$ cat src/rtl/game_period_seq_pkg.sv
// Shared types and constants for the game-phase sequencer (package game_pkg).
// Optional build macro: GAME_PAUSE_EN (adds a Pause input that masks Tick1Hz).
package game_pkg;

  localparam int SECS_W  = 7;
  localparam int LEVEL_W = 4;

  localparam int PRELIM_SECS_DEF = 5;
  localparam int ANSWER_SECS_DEF = 30;
  localparam int POST_SECS_DEF   = 3;
  localparam int MAX_LEVEL_DEF   = 9;

  typedef enum logic [2:0] {
    IDLE   = 3'd0,
    PRELIM = 3'd1,
    ANSWER = 3'd2,
    POST   = 3'd3,
    DONE   = 3'd4
  } game_state_t;

  // True for the three periods that consume seconds ticks.
  function automatic logic is_timed(input game_state_t st);
    return (st == PRELIM) || (st == ANSWER) || (st == POST);
  endfunction

endpackage

$ cat src/rtl/game_period_seq_if.sv
// Bus between the tick/start source and the game-phase sequencer.
// Optional build macro: GAME_PAUSE_EN (adds Pause, driven by the master).
interface game_period_seq_if;
  import game_pkg::*;

  logic               Tick1Hz;
  logic               Start;
`ifdef GAME_PAUSE_EN
  logic               Pause;
`endif
  logic               PrelimPeriod;
  logic               AnswerPeriod;
  logic               PostPeriod;
  logic [LEVEL_W-1:0] Level;
  logic [SECS_W-1:0]  SecsLeft;
  logic               LevelChng;
  logic               GameOver;

`ifdef GAME_PAUSE_EN
  modport master (
    output Tick1Hz, Start, Pause,
    input  PrelimPeriod, AnswerPeriod, PostPeriod, Level, SecsLeft, LevelChng, GameOver
  );
  modport slave (
    input  Tick1Hz, Start, Pause,
    output PrelimPeriod, AnswerPeriod, PostPeriod, Level, SecsLeft, LevelChng, GameOver
  );
`else
  modport master (
    output Tick1Hz, Start,
    input  PrelimPeriod, AnswerPeriod, PostPeriod, Level, SecsLeft, LevelChng, GameOver
  );
  modport slave (
    input  Tick1Hz, Start,
    output PrelimPeriod, AnswerPeriod, PostPeriod, Level, SecsLeft, LevelChng, GameOver
  );
`endif

endinterface

$ cat src/rtl/game_period_seq_sec_countdown.sv
// Loadable seconds down-counter. Load wins over tick; the count never
// decrements below 1 so a timed period never shows zero seconds.
module sec_countdown
  import game_pkg::*;
(
  input  logic              clk,
  input  logic              rst_n,
  input  logic              load,
  input  logic [SECS_W-1:0] load_val,
  input  logic              tick,
  output logic [SECS_W-1:0] count,
  output logic              last_sec
);

  localparam logic [SECS_W-1:0] SECS_ONE = SECS_W'(32'd1);

  logic [SECS_W-1:0] count_r;

  // Seconds register: load a new period length or count one tick down.
  always_ff @(posedge clk or negedge rst_n) begin
    if (!rst_n) begin
      count_r <= {SECS_W{1'b0}};
    end else if (load) begin
      count_r <= load_val;
    end else if (tick && (count_r > SECS_ONE)) begin
      count_r <= count_r - SECS_ONE;
    end else begin
      count_r <= count_r;
    end
  end

  assign count    = count_r;
  assign last_sec = (count_r == SECS_ONE) && tick;

endmodule

$ cat src/rtl/game_period_seq.sv
// Game-phase sequencer: walks each level through PRELIM, ANSWER and POST,
// counting 1 Hz ticks, and ends in DONE after MAX_LEVEL levels.
// Optional build macro: GAME_PAUSE_EN (Pause masks Tick1Hz; Start still honoured).
module game_period_seq
  import game_pkg::*;
#(
  parameter int PRELIM_SECS = PRELIM_SECS_DEF,
  parameter int ANSWER_SECS = ANSWER_SECS_DEF,
  parameter int POST_SECS   = POST_SECS_DEF,
  parameter int MAX_LEVEL   = MAX_LEVEL_DEF
)
(
  input  logic             Clk100M,
  input  logic             ResetN,
  game_period_seq_if.slave bus
);

  localparam logic [SECS_W-1:0]  PRELIM_LD = SECS_W'(PRELIM_SECS);
  localparam logic [SECS_W-1:0]  ANSWER_LD = SECS_W'(ANSWER_SECS);
  localparam logic [SECS_W-1:0]  POST_LD   = SECS_W'(POST_SECS);
  localparam logic [LEVEL_W-1:0] MAX_LVL   = LEVEL_W'(MAX_LEVEL);
  localparam logic [LEVEL_W-1:0] LEVEL_ONE = LEVEL_W'(32'd1);

  game_state_t        state_r;
  game_state_t        state_nxt_s;
  logic [LEVEL_W-1:0] level_r;
  logic [LEVEL_W-1:0] level_nxt_s;
  logic               lvl_chng_r;
  logic               lvl_chng_nxt_s;
  logic               prelim_r;
  logic               answer_r;
  logic               post_r;
  logic               over_r;

  logic               tick_eff_s;
  logic               cnt_tick_s;
  logic               cnt_load_s;
  logic [SECS_W-1:0]  cnt_val_s;
  logic [SECS_W-1:0]  secs_s;
  logic               last_sec_s;

`ifdef GAME_PAUSE_EN
  assign tick_eff_s = bus.Tick1Hz & ~bus.Pause;
`else
  assign tick_eff_s = bus.Tick1Hz;
`endif

  // Ticks only count down inside a timed period; IDLE/DONE ignore them.
  assign cnt_tick_s = tick_eff_s & is_timed(state_r);

  sec_countdown u_sec_countdown (
    .clk      (Clk100M),
    .rst_n    (ResetN),
    .load     (cnt_load_s),
    .load_val (cnt_val_s),
    .tick     (cnt_tick_s),
    .count    (secs_s),
    .last_sec (last_sec_s)
  );

  // Next-state, next-level and counter-load decode.
  always_comb begin
    state_nxt_s    = state_r;
    level_nxt_s    = level_r;
    lvl_chng_nxt_s = 1'b0;
    cnt_load_s     = 1'b0;
    cnt_val_s      = {SECS_W{1'b0}};
    case (state_r)
      IDLE, DONE: begin
        if (bus.Start) begin
          state_nxt_s = PRELIM;
          level_nxt_s = LEVEL_ONE;
          cnt_load_s  = 1'b1;
          cnt_val_s   = PRELIM_LD;
        end else begin
          state_nxt_s = state_r;
        end
      end
      PRELIM: begin
        if (last_sec_s) begin
          state_nxt_s = ANSWER;
          cnt_load_s  = 1'b1;
          cnt_val_s   = ANSWER_LD;
        end else begin
          state_nxt_s = PRELIM;
        end
      end
      ANSWER: begin
        if (last_sec_s) begin
          state_nxt_s = POST;
          cnt_load_s  = 1'b1;
          cnt_val_s   = POST_LD;
        end else begin
          state_nxt_s = ANSWER;
        end
      end
      POST: begin
        if (last_sec_s) begin
          if (level_r < MAX_LVL) begin
            state_nxt_s    = PRELIM;
            level_nxt_s    = level_r + LEVEL_ONE;
            lvl_chng_nxt_s = 1'b1;
            cnt_load_s     = 1'b1;
            cnt_val_s      = PRELIM_LD;
          end else begin
            // Final level finished: clear seconds, keep the level on show.
            state_nxt_s = DONE;
            cnt_load_s  = 1'b1;
            cnt_val_s   = {SECS_W{1'b0}};
          end
        end else begin
          state_nxt_s = POST;
        end
      end
      default: begin
        state_nxt_s = IDLE;
        level_nxt_s = {LEVEL_W{1'b0}};
        cnt_load_s  = 1'b1;
        cnt_val_s   = {SECS_W{1'b0}};
      end
    endcase
  end

  // State, level and output flag registers; flags follow the registered state.
  always_ff @(posedge Clk100M or negedge ResetN) begin
    if (!ResetN) begin
      state_r    <= IDLE;
      level_r    <= {LEVEL_W{1'b0}};
      lvl_chng_r <= 1'b0;
      prelim_r   <= 1'b0;
      answer_r   <= 1'b0;
      post_r     <= 1'b0;
      over_r     <= 1'b0;
    end else begin
      state_r    <= state_nxt_s;
      level_r    <= level_nxt_s;
      lvl_chng_r <= lvl_chng_nxt_s;
      prelim_r   <= (state_nxt_s == PRELIM);
      answer_r   <= (state_nxt_s == ANSWER);
      post_r     <= (state_nxt_s == POST);
      over_r     <= (state_nxt_s == DONE);
    end
  end

  assign bus.PrelimPeriod = prelim_r;
  assign bus.AnswerPeriod = answer_r;
  assign bus.PostPeriod   = post_r;
  assign bus.Level        = level_r;
  assign bus.SecsLeft     = secs_s;
  assign bus.LevelChng    = lvl_chng_r;
  assign bus.GameOver     = over_r;

endmodule

$ cat src/flat_wrapper.sv
// flat-port wrapper written by rule: the top's interface ports become plain ports
module game_period_seq_flat import game_pkg::*;
#(
  parameter int PRELIM_SECS = PRELIM_SECS_DEF,
  parameter int ANSWER_SECS = ANSWER_SECS_DEF,
  parameter int POST_SECS   = POST_SECS_DEF,
  parameter int MAX_LEVEL   = MAX_LEVEL_DEF
)
  (Clk100M, ResetN, bus_Tick1Hz, bus_Start, bus_PrelimPeriod, bus_AnswerPeriod, bus_PostPeriod, bus_Level, bus_SecsLeft, bus_LevelChng, bus_GameOver);
  game_period_seq_if bus_i ();
  input  logic Clk100M;
  input  logic ResetN;
  input wire logic [$bits(bus_i.Tick1Hz)-1:0] bus_Tick1Hz;
  input wire logic [$bits(bus_i.Start)-1:0] bus_Start;
  output wire logic [$bits(bus_i.PrelimPeriod)-1:0] bus_PrelimPeriod;
  output wire logic [$bits(bus_i.AnswerPeriod)-1:0] bus_AnswerPeriod;
  output wire logic [$bits(bus_i.PostPeriod)-1:0] bus_PostPeriod;
  output wire logic [$bits(bus_i.Level)-1:0] bus_Level;
  output wire logic [$bits(bus_i.SecsLeft)-1:0] bus_SecsLeft;
  output wire logic [$bits(bus_i.LevelChng)-1:0] bus_LevelChng;
  output wire logic [$bits(bus_i.GameOver)-1:0] bus_GameOver;
  assign bus_i.Tick1Hz = bus_Tick1Hz;
  assign bus_i.Start = bus_Start;
  assign bus_PrelimPeriod = bus_i.PrelimPeriod;
  assign bus_AnswerPeriod = bus_i.AnswerPeriod;
  assign bus_PostPeriod = bus_i.PostPeriod;
  assign bus_Level = bus_i.Level;
  assign bus_SecsLeft = bus_i.SecsLeft;
  assign bus_LevelChng = bus_i.LevelChng;
  assign bus_GameOver = bus_i.GameOver;
  game_period_seq #(.PRELIM_SECS(PRELIM_SECS), .ANSWER_SECS(ANSWER_SECS), .POST_SECS(POST_SECS), .MAX_LEVEL(MAX_LEVEL)) u_core (.Clk100M(Clk100M), .ResetN(ResetN), .bus(bus_i));
endmodule
$ cat config.mk
export PLATFORM = sky130hd
export DESIGN_NAME = game_period_seq_flat
export DESIGN_NICKNAME = d
export VERILOG_FILES = /design/src/rtl/game_period_seq_pkg.sv /design/src/rtl/game_period_seq_if.sv /design/src/rtl/game_period_seq_sec_countdown.sv /design/src/rtl/game_period_seq.sv /design/src/flat_wrapper.sv
export SDC_FILE = /design/constraint.sdc
export NUM_CORES = 1
export LEC_CHECK = 0
export ABC_AREA = 1
export BUFFER_PORTS_ARGS = -buffer_cell sky130_fd_sc_hd__buf_2
export CAP_MARGIN = 15
export CELL_PAD_IN_SITES_DETAIL_PLACEMENT = 1
export CELL_PAD_IN_SITES_GLOBAL_PLACEMENT = 1
export CORE_MARGIN = 2
export CORE_UTILIZATION = 38
export CTS_BUF_LIST = sky130_fd_sc_hd__clkbuf_2 sky130_fd_sc_hd__clkbuf_4 sky130_fd_sc_hd__clkbuf_8
export DETAILED_ROUTE_END_ITERATION = 7
export PLACE_DENSITY_LB_ADDON = 0.1
export SYNTH_ARGS = -nofsm -noshare
export SYNTH_HDL_FRONTEND = slang
export SYNTH_SLANG_ARGS = --single-unit
export TNS_END_PERCENT = 50
$ cat constraint.sdc
create_clock -name Clk100M -period 1.5 [get_ports Clk100M]
set_clock_uncertainty 0.05 [all_clocks]
set_input_delay 0.15 -clock Clk100M [delete_from_list [all_inputs] [get_ports Clk100M]]
set_output_delay 0.15 -clock Clk100M [all_outputs]
set_load 0.005 [all_outputs]
==> Yosys cells after proc, flatten, opt, wreduce, memory -nomap -nowiden <==
Index checks and enable logic that the tools add are counted.
{ "word_totals": {"reg_bits": 19, "latch_bits": 0, "mem_bits_rw": 0, "mem_bits_ro": 0, "in_bits": 4, "out_inout_bits": 16, "word_cells": 60, "n_memories": 0} }
{ "classes": {"n_addsub": 2, "n_mul": 0, "n_div": 0, "n_lt_le_gt_ge": 2, "n_eq_ne": 12, "shift": 0, "muxes": 24, "bitwise": 2, "reduce_logical": 10} }
{ "op_table": {"columns": ["operator", "n"], "rows": [
  ["$pmux 7 s4", 1],
  ["$mux 7", 3],
  ["$mux 3", 5],
  ["$eq 3x2->1 const B", 4],
  ["$mux 4", 3],
  ["$pmux 3 s4", 1],
  ["$pmux 4 s3", 1],
  ["$eq 7x1->1 const B", 1],
  ["$gt 7x1->1 const B", 1],
  ["$sub 7x1->7 const B", 1],
  ["$eq 3x1->1 const B", 2],
  ["$eq 3x3->1 const B", 2],
  ["$mux 1", 6],
  ["$mux 5", 1],
  ["$add 4x1->4 const B", 1],
  ["$lt 4x4->1 const B", 1],
  ["$mux 2", 2],
  ["$ne 2x2->1 const B", 2],
  ["$reduce_and 4->1", 1],
  ["$reduce_or 2->1", 2],
  ["$logic_not 3->1", 1],
  ["$reduce_or 3->1", 1],
  ["$logic_and 1x1->1", 2],
  ["$logic_or 1x1->1", 2],
  ["5 further kinds", 5]
]} }

==> Longest topological paths before layout <==
Gate-level depths: netlist (run 1).
{ "logic_depth": {"ltp_word": 8, "ltp_mapped": 12, "mapped_depth_nobuf": 12} }

==> Modules after synthesis <==
From an unflattened synthesis (run 1), not the netlist that was laid out.
{ "hier_totals": {"hier_cells": 178, "hier_area_um2": 1246.2} }
{ "by_module_without_submodules": {"columns": ["module", "instances", "cells_each", "area_each_um2", "seq_area_each_um2"], "rows": [
  ["game_period_seq", 1, 89, 676.9, 300.3],
  ["sec_countdown", 1, 89, 569.3, 175.2]
]} }

==> Least setup slack after synthesis (run 1) <==
Ideal clock, no wire load.
{ "synth_timing": {"kind": "register -> register", "from": "reg u_core.u_sec_countdown.count_r[1] (netlist: u_core.u_sec_countdown.count[1])", "to": "reg u_core.u_sec_countdown.count_r[1] (netlist: u_core.u_sec_countdown.count[1])", "setup_time_ps": 116, "arrival_ps": 1347, "required_ps": 1334, "path_slack_ps": -14, "stages_incl_launch_ff": 12, "n_path_buf": 0, "period_less_slack_ps": 1514, "cell_sequence": "dfrtp_1 > inv_1 > ha_1 > inv_1 > nor2_1 > nand3_2 > nand3_2 > inv_2 > nor2_4 > inv_2 > nand2_1 > nand2_1"} }
{ "synth_via": {"elab_chain_len": 5, "elab_cells_between_ends": 14, "classes_between": "1 x add/sub; 1 x order compare; 1 x eq/ne; 8 x mux; 3 x reduce/logical"} }
{ "synth_rtl": {"columns": ["element", "line_no", "source"], "rows": [
  ["start, declared", "game_period_seq_sec_countdown.sv:17", "logic [SECS_W-1:0] count_r;"],
  ["start signal, assigned", "game_period_seq_sec_countdown.sv:22", "count_r <= {SECS_W{1'b0}};"],
  ["start signal, assigned", "game_period_seq_sec_countdown.sv:24", "count_r <= load_val;"],
  ["start signal, assigned", "game_period_seq_sec_countdown.sv:26", "count_r <= count_r - SECS_ONE;"],
  ["branches (longest 5 deep; another with $sub 7x1->7)", null, null]
]} }
Several ways; the timed one is not identified. The select of a mux whose other input is x is not followed.
A chain may end at the register's enable or synchronous reset.

==> Final worst setup path (run 1) <==
{ "layout_timing": {"from": "reg u_core.u_sec_countdown.count_r[0] (netlist: u_core.u_sec_countdown.count[0])", "to": "reg u_core.u_sec_countdown.count_r[2] (netlist: u_core.u_sec_countdown.count[2])"} }
{ "layout_via": {"elab_chain_len": 5, "elab_cells_between_ends": 13, "classes_between": "1 x add/sub; 1 x order compare; 1 x eq/ne; 7 x mux; 3 x reduce/logical"} }
{ "layout_rtl": {"columns": ["element"], "rows": [
  ["branches (longest 5 deep; another with $sub 7x1->7)"]
]} }
Several ways; the timed one is not identified. The select of a mux whose other input is x is not followed.

==> summary.md, run 1 <==
| Metric | Value |
|---|---|
| Hold slack | ~0.20 ns |
| Crit-path max FO | 5 |
| CP arrival | 1.85 ns |
| Clk Tree Root Cell | clkbuf_4 |
| Slack of the worst reg-to-reg path | -0.17 ns |
| Fin crit share | 111.5% |
| Status | finished, violations left |
| Clk_lat worst skew | ~0.32 ns |
| Layout Nets | 214 |
| Synthesized area | 1179 µm² |
| Type of origin of the critical path | flop |
| Failing checks | negative setup slack |
| Via-to-Cell Ratio | 5.151 |
| WP data required | 1.68 ns |
| Initial drt markers | 36 |
| Worst ir drop on vdd | around 0.97 mV |
| Metal2 WL | 2166 µm |
| Dpl hpwl | 2705 µm |
| Tot GR Track Use | 23.91% |
| Initial antenna violation count | 0 |
| Share of layout cells above drive strength 1 | 48.29% |
| TritonCTS clock tree | yes |
| Area growth from synthesis to layout | 44.69% |
| Routed length on met3 | about 69 µm |
| #FFs+latches synth | 19 |
| Drt pass-1 iters | 4 |
| Routed Antenna Nets | 0 |
| Cell depth of the worst hold path | 4 |
| Total core area | 3003 µm² |
| Count of final hold-check violations | 0 |
| Final WL | 4107 µm |
| Grt total ovfl | 0 |
| Mapped Avg Cell Area | a little under 8 µm² |
| First-pass GRT wire length | 6258 µm |
| Multi-input logic area | 716.9 µm² |
| Seq/Total Area, Yosys | 40.34% |
| Power Density | 2155 nW/µm² |
| YS warnings | 0 |
| Count of input and output buffers | 19 |
| Die Area | 3563 µm² |
| Max clock buf depth | 2 |
| Highest Signal Layer | met4 |
| Dominant cells by area after synthesis | dfrtp_1 40%, nand2_1 11%, inv_1 6.7% |
| Fin area | 1705 µm² |
| CTS sink count | 19 |
| Hold Path Class | input pin to flop |
| Reg area | around 480 µm² |
| Top cell type by total area after synthesis | dfrtp_1 |
| Achievable Freq | 0.5981 GHz |
| Number of remaining DRC errors | 0 |
| FP Rows | 20 |
| Unrepaired setup endpoints after global routing | true |
| Placed Instance Area | 1480 µm² |
| Vias in the first global route | 1,312 |
| Synth Instances | 152 |
| Met1 wire length | 1751 µm |
| Die Y | 59.69 µm |
| Setup CP Type | flop to flop |
| Max_cap viols | 0 |
| Synth top area share | between 40% and 50% |
| Highest-count cells in the layout ignoring fill and taps | 28 x nand2_1, 27 x buf_4, 19 x inv_1, 19 x buf_2, 17 x dfrtp_1 |
| Num CTS Buffers | 3 |
| Final setup TNS | -1.876 ns |
| Final Wtd Congestion | roughly 0.8 |
| R2R depth | 9 |
| Leakage | roughly 0.90 nW |
| Worst-Margin Slew | 0.4497 ns |
| Most common cell after layout, fill and taps aside | nand2_1 |
| Fill cells | 377 |
| Ports | 20 |
| Antenna cell count | 0 |
| Post-synth cell types | 21 |
| Syn Nets | 160 |
| Worst Slack Setup Final | -0.1719 ns |
| Routed wire per std cell | 17.26 µm |
| Relative slew slack | 70.02% |
| Fin crit period | between 1.5 and 2 ns |
| Initial Util | between 30% and 40% |
| Depth of the CTS H-tree | 1 |
| Via count | 1,226 |
| Clock transition at the registers of the reported paths | between 0.1 and 0.15 ns |
| Largest net degree at the start of global routing | 20 |
| Fin. max-slew vios | 0 |
| CP endpoint kind | flop |
| Setup violations, final | 16 |
| Die X | 59.69 µm |
kinds of logic (layout without fill, tap and decap cells):
kind of cell    after synthesis  after routing  share of synthesized area [%]
buf+inv                      26             79                          8.281
simple gates                 81             81                          35.99
compound gates               19             19                          8.917
flops                        19             19                          40.34
fa+ha+maj                     4              4                          4.246
xor+xnor                      3              3                          2.230
sequential cells by signal (all words and copies together) (netlist names):
| signal | count |
|---|---|
| u_core.u_sec_countdown.count | 7 |
| u_core.bus.PostPeriod | 1 |
| u_core.bus.GameOver | 1 |
| u_core.bus.LevelChng | 1 |
| u_core.bus.Level | 4 |
| u_core.bus.PrelimPeriod | 1 |
| u_core.bus.AnswerPeriod | 1 |
| u_core.state_r | 3 |
synth_stat cells:
master	count
a21boi_1	1
o21ai_1	1
nand4_1	1
nor2_4	6
o21bai_1	1
nor3_1	5
nor2_2	3
inv_1	21
a21oi_1	4
xor2_1	3
nand3_1	6
nor2_1	14
o31ai_1	2
nand2_1	36
nand2_2	3
dfrtp_1	19
o21ai_0	10
nor3_2	1
ha_1	4
inv_2	5
nand3_2	6
area by class of cell:
| cell class | instances | area share, % |
|---|---|---|
| well taps | 33 | 2.421 |
| multi-input cells | 107 | 42.04 |
| flip-flops and latches | 19 | 28.03 |
| repair buffers | 49 | 19.88 |
| clock buffers | 4 | 1.761 |
| inverters | 26 | 5.869 |
worst paths after layout:
path,start,end
max,u_core.u_sec_countdown.count[0],u_core.u_sec_countdown.count[2]
min,bus_Start,u_core.bus.GameOver
max reg2reg,u_core.u_sec_countdown.count[0],u_core.u_sec_countdown.count[2]
min reg2reg,u_core.bus.Level[2],u_core.bus.Level[2]
max in group asynchronous,ResetN,u_core.u_sec_countdown.count[2]
min in group asynchronous,ResetN,u_core.u_sec_countdown.count[5]
power breakdown:
part / leakage, nW / switching, mW / total (mW) / internal [mW]
Combinational: 0.634 / 1.44 / 2.53 / 1.08
Clock: 0.0184 / 0.188 / 0.310 / 0.122
Sequential: 0.247 / 0.156 / 0.839 / 0.682
worst max-delay path, cell delays in order, from the launching register on:
cell,delay (ns)
dfrtp_1,0.45
ha_4,0.19
nand2_1,0.15
nor2_4,0.08
nand2_2,0.14
nand3_2,0.14
nor2_4,0.19
nand2_1,0.09
nand2_1,0.07
inv_1,0.04
layer usage:
layer	vias to the layer above	GRT usage (%)
met4	0	11.11
met5	-	0
met3	11	2.381
met2	21	41.30
li1	582	-
met1	612	29.72
stage by stage:
stage	utilization, %	total power [mW]	worst slack [ns]	cells
after floorplan	-	1.960	-0.008880	152
after global placement	49.29	2.653	-0.06356	225
after detailed placement	49.29	2.743	-0.1936	225
after CTS	53.13	3.271	-0.1223	235
after global routing	56.79	3.977	-0.3106	238
final	56.79	3.676	-0.1719	238
what timing repair did:
| action | CTS | global route |
|---|---|---|
| gates resized for setup | 15 | 23 |
| setup endpoints to repair | 16 | 18 |
| hold buffers | 1 | 0 |
| hold endpoints to repair | 19 | 0 |
| pin swaps | 9 | 8 |
| buffers inserted | 5 | 3 |
Power figures use the tool's default switching activity.
==> run 2: changes to the inputs <==
MAX_ROUTING_LAYER = met4   (was unset)
SETUP_SLACK_MARGIN = 0.1   (was unset)
==> summary.md, run 2 (synthesis results as in run 1) <==
| Metric | Value |
|---|---|
| Clk Tree Root Cell | clkbuf_4 |
| Depth of the CTS H-tree | 1 (unchanged) |
| Max clock buf depth | 2 (unchanged) |
| Worst ir drop on vdd | 0.8497 mV (-12%) |
| Fin crit share | 111.2% (-0.24 points) |
| Most common cell after layout, fill and taps aside | nand2_1 |
| Pint | 1.746 mW (-7.6%) |
| HP Start | bus_Start |
| Hold Path Class | input pin to flop |
| Initial Util | 39.25% (unchanged) |
| Die Area | 3563 µm² (unchanged) |
| Via count | 1,179 (-3.8%) |
| Setup violations, final | 12 (-4) |
| Slowest CP cell | dfrtp_1 |
| R2R depth | 11 (+2) |
| Achievable Freq | 0.5994 GHz (+0.22%) |
| Leakage | 0.8853 nW (-1.6%) |
| Final Wtd Congestion | 0.7960 (-0.86%) |
| Seq pwr share | 24.8% (+2.0 points) |
| CP arrival | 1.83 ns (-0.02 ns) |
| Relative slew slack | 70.52% (+0.50 points) |
| Fin crit period | 1.668 ns (-0.003594 ns) |
| Final WL | 3414 µm (-17%) |
| Crit-path max FO | 5 (unchanged) |
| Area growth from synthesis to layout | 42.57% |
| CTS sink count | 19 (unchanged) |
| Cell depth of the worst hold path | 4 (unchanged) |
| Dpl hpwl | 2498 µm (-7.7%) |
| Critical R2R Capture | u_core.bus.PostPeriod |
| Max FFs per register | 7 (unchanged) |
| Worst Slack Setup Final | -0.1683 ns (+0.003594 ns) |
| Initial antenna violation count | 0 (unchanged) |
| Hold Path End | u_core.bus.GameOver |
| Setup CP Type | flop to flop |
| Max_cap viols | 0 (unchanged) |
| Reg2reg start | u_core.u_sec_countdown.count[1] |
| TritonCTS clock tree | yes |
| Slack of the worst reg-to-reg path | -0.17 ns (about the same) |
| Count of input and output buffers | 19 (unchanged) |
| Tot GR Track Use | 21.08% (-2.8 points) |
| Number of remaining DRC errors | 0 (unchanged) |
| Routed wire per std cell | 14.47 µm (-16%) |
| Die X | 59.69 µm (unchanged) |
| Clock transition at the registers of the reported paths | 0.12 ns (about the same) |
| Worst-Margin Slew | 0.4423 ns (-0.007428 ns) |
| Clk_lat worst skew | 0.31 ns (about the same) |
| Share of layout cells above drive strength 1 | 45.81% (-2.5 points) |
| Drt pass-1 iters | 4 (unchanged) |
| Failing checks | negative setup slack |
| Initial drt markers | 31 (-14%) |
| Type of origin of the critical path | flop |
| Hold slack | 0.2311 ns (+0.02821 ns) |
| Count of final hold-check violations | 0 (unchanged) |
| Num CTS Buffers | 3 (unchanged) |
| Total core area | 3003 µm² (unchanged) |
| Switching Share | 47.92% (-0.68 points) |
| Ports | 20 (unchanged) |
| Die Y | 59.69 µm (unchanged) |
| Power Density | 1996 nW/µm² (-7.4%) |
| Highest-count cells in the layout ignoring fill and taps | 29 x nand2_1, 26 x buf_4, 19 x buf_2, 19 x dfrtp_1, 18 x inv_1 |
| Routed Antenna Nets | 0 (unchanged) |
| Fin. max-slew vios | 0 (unchanged) |
| Worst path cell trace | inv_2 -> ha_4 -> inv_2 -> nor2_2 -> nand3_2 -> nor2_4 -> nor2_1 -> nor2_1 -> nand2_2 -> inv_2 -> nor2_1 |
| Clk network pwr share | 8.8% (+0.4 points) |
| # placed instances | 226 (+0.44%) |
| Via-to-Cell Ratio | 4.996 (-3.0%) |
| Final cell count without fillers | 236 (-0.84%) |
| FP Rows | 20 (unchanged) |
| Status | finished, violations left |
| Crit path largest cell delay | 0.41 ns (-0.04 ns) |
| Antenna cell count | 0 (unchanged) |
| Layout Nets | 212 (-0.93%) |
| Grt total ovfl | 0 (unchanged) |
| Total Power | 3.353 mW (-8.8%) |
| WP data required | 1.66 ns (-0.02 ns) |
| Vias in the first global route | 1,210 (-7.8%) |
| Finished Core Util | 55.96% (-0.83 points) |
| Unrepaired setup endpoints after global routing | true |
| CP endpoint kind | flop |
| Largest net degree at the start of global routing | 20 (unchanged) |
| Gate power share | 66.5% (-2.3 points) |
| Net Sw Power | 1.607 mW (-10%) |
| First-pass GRT wire length | 5444 µm (-13%) |
==> run 2: power groups by stage <==
stage	combinational [mW]	clock [mW]	sequential [mW]
floorplan	1.11	0	0.846
global placement	1.84	0	0.813
detailed placement	1.90	0	0.817
CTS	2.03	0.303	0.809
global route	2.49	0.324	0.853
finish	2.23	0.294	0.831
==> run 2: repair_timing <==
| action | CTS | global route |
|---|---|---|
| gates cloned | 0 | 0 |
| hold endpoints to repair | 19 | 0 |
| resized for setup | 9 | 25 |
| setup buffers | 2 | 4 |
| pin swaps | 8 | 11 |
| hold buffers | 1 | 0 |
| setup endpoints to repair | 18 | 19 |
==> run 2: through the flow <==
| step | cell area, µm² | setup WS (ns) | TNS [ns] |
|---|---|---|---|
| 2_1_floorplan | 1186 | -0.008879 | -0.01548 |
| 3_3_place_gp | 1488 | -0.06770 | -0.2123 |
| 3_5_place_dp | 1488 | -0.1350 | -0.9294 |
| 4_1_cts | 1568 | -0.1251 | -1.009 |
| 5_1_grt | 1680 | -0.2906 | -2.786 |
| 6_report | 1680 | -0.1683 | -1.082 |
==> run 2: worst max path at each step <==
stage	end	cells past startpoint	slack [ns]	startpoint
after floorplan	u_core.u_sec_countdown.count[2]	11	-0.009	u_core.u_sec_countdown.count[1]
after global placement	u_core.u_sec_countdown.count[2]	11	-0.07	u_core.u_sec_countdown.count[1]
after detailed placement	u_core.u_sec_countdown.count[2]	11	-0.14	u_core.u_sec_countdown.count[1]
after CTS	u_core.u_sec_countdown.count[2]	11	-0.13	u_core.u_sec_countdown.count[1]
after global routing	u_core.u_sec_countdown.count[2]	11	-0.29	u_core.u_sec_countdown.count[1]
final	u_core.bus.PostPeriod	11	-0.17	u_core.u_sec_countdown.count[1]
==> run 2: critical path: cells and delay by family (launching register included) <==
| family | cells | cell delay [ns] |
|---|---|---|
| buffers and inverters | 3 | 0.19 |
| AND/OR/NAND/NOR | 7 | 0.79 |
| adder cells (fa/ha/maj) | 1 | 0.13 |
| flip-flops | 1 | 0.41 |
==> run 2: layout make-up <==
class,count,area [µm²]
clock buffer,4,30.03
fill,385,1323
inverter,26,102.6
multi-input combinational,107,719.4
sequential,19,475.5
tap,33,41.29
timing repair buffer,47,311.5
==> run 2: per-layer routing <==
metal | track usage, % | vias to the layer above | part of all wire (%) | routed length [µm]
li1 | - | 584 | - | -
met1 | 25.61 | 577 | 45 | 1548
met2 | 36.34 | 14 | 52 | 1776
met3 | 3.463 | 4 | 1.6 | 54
met4 | 5.079 | 0 | 1.0 | 35
met5 | - | - | 0 | 0
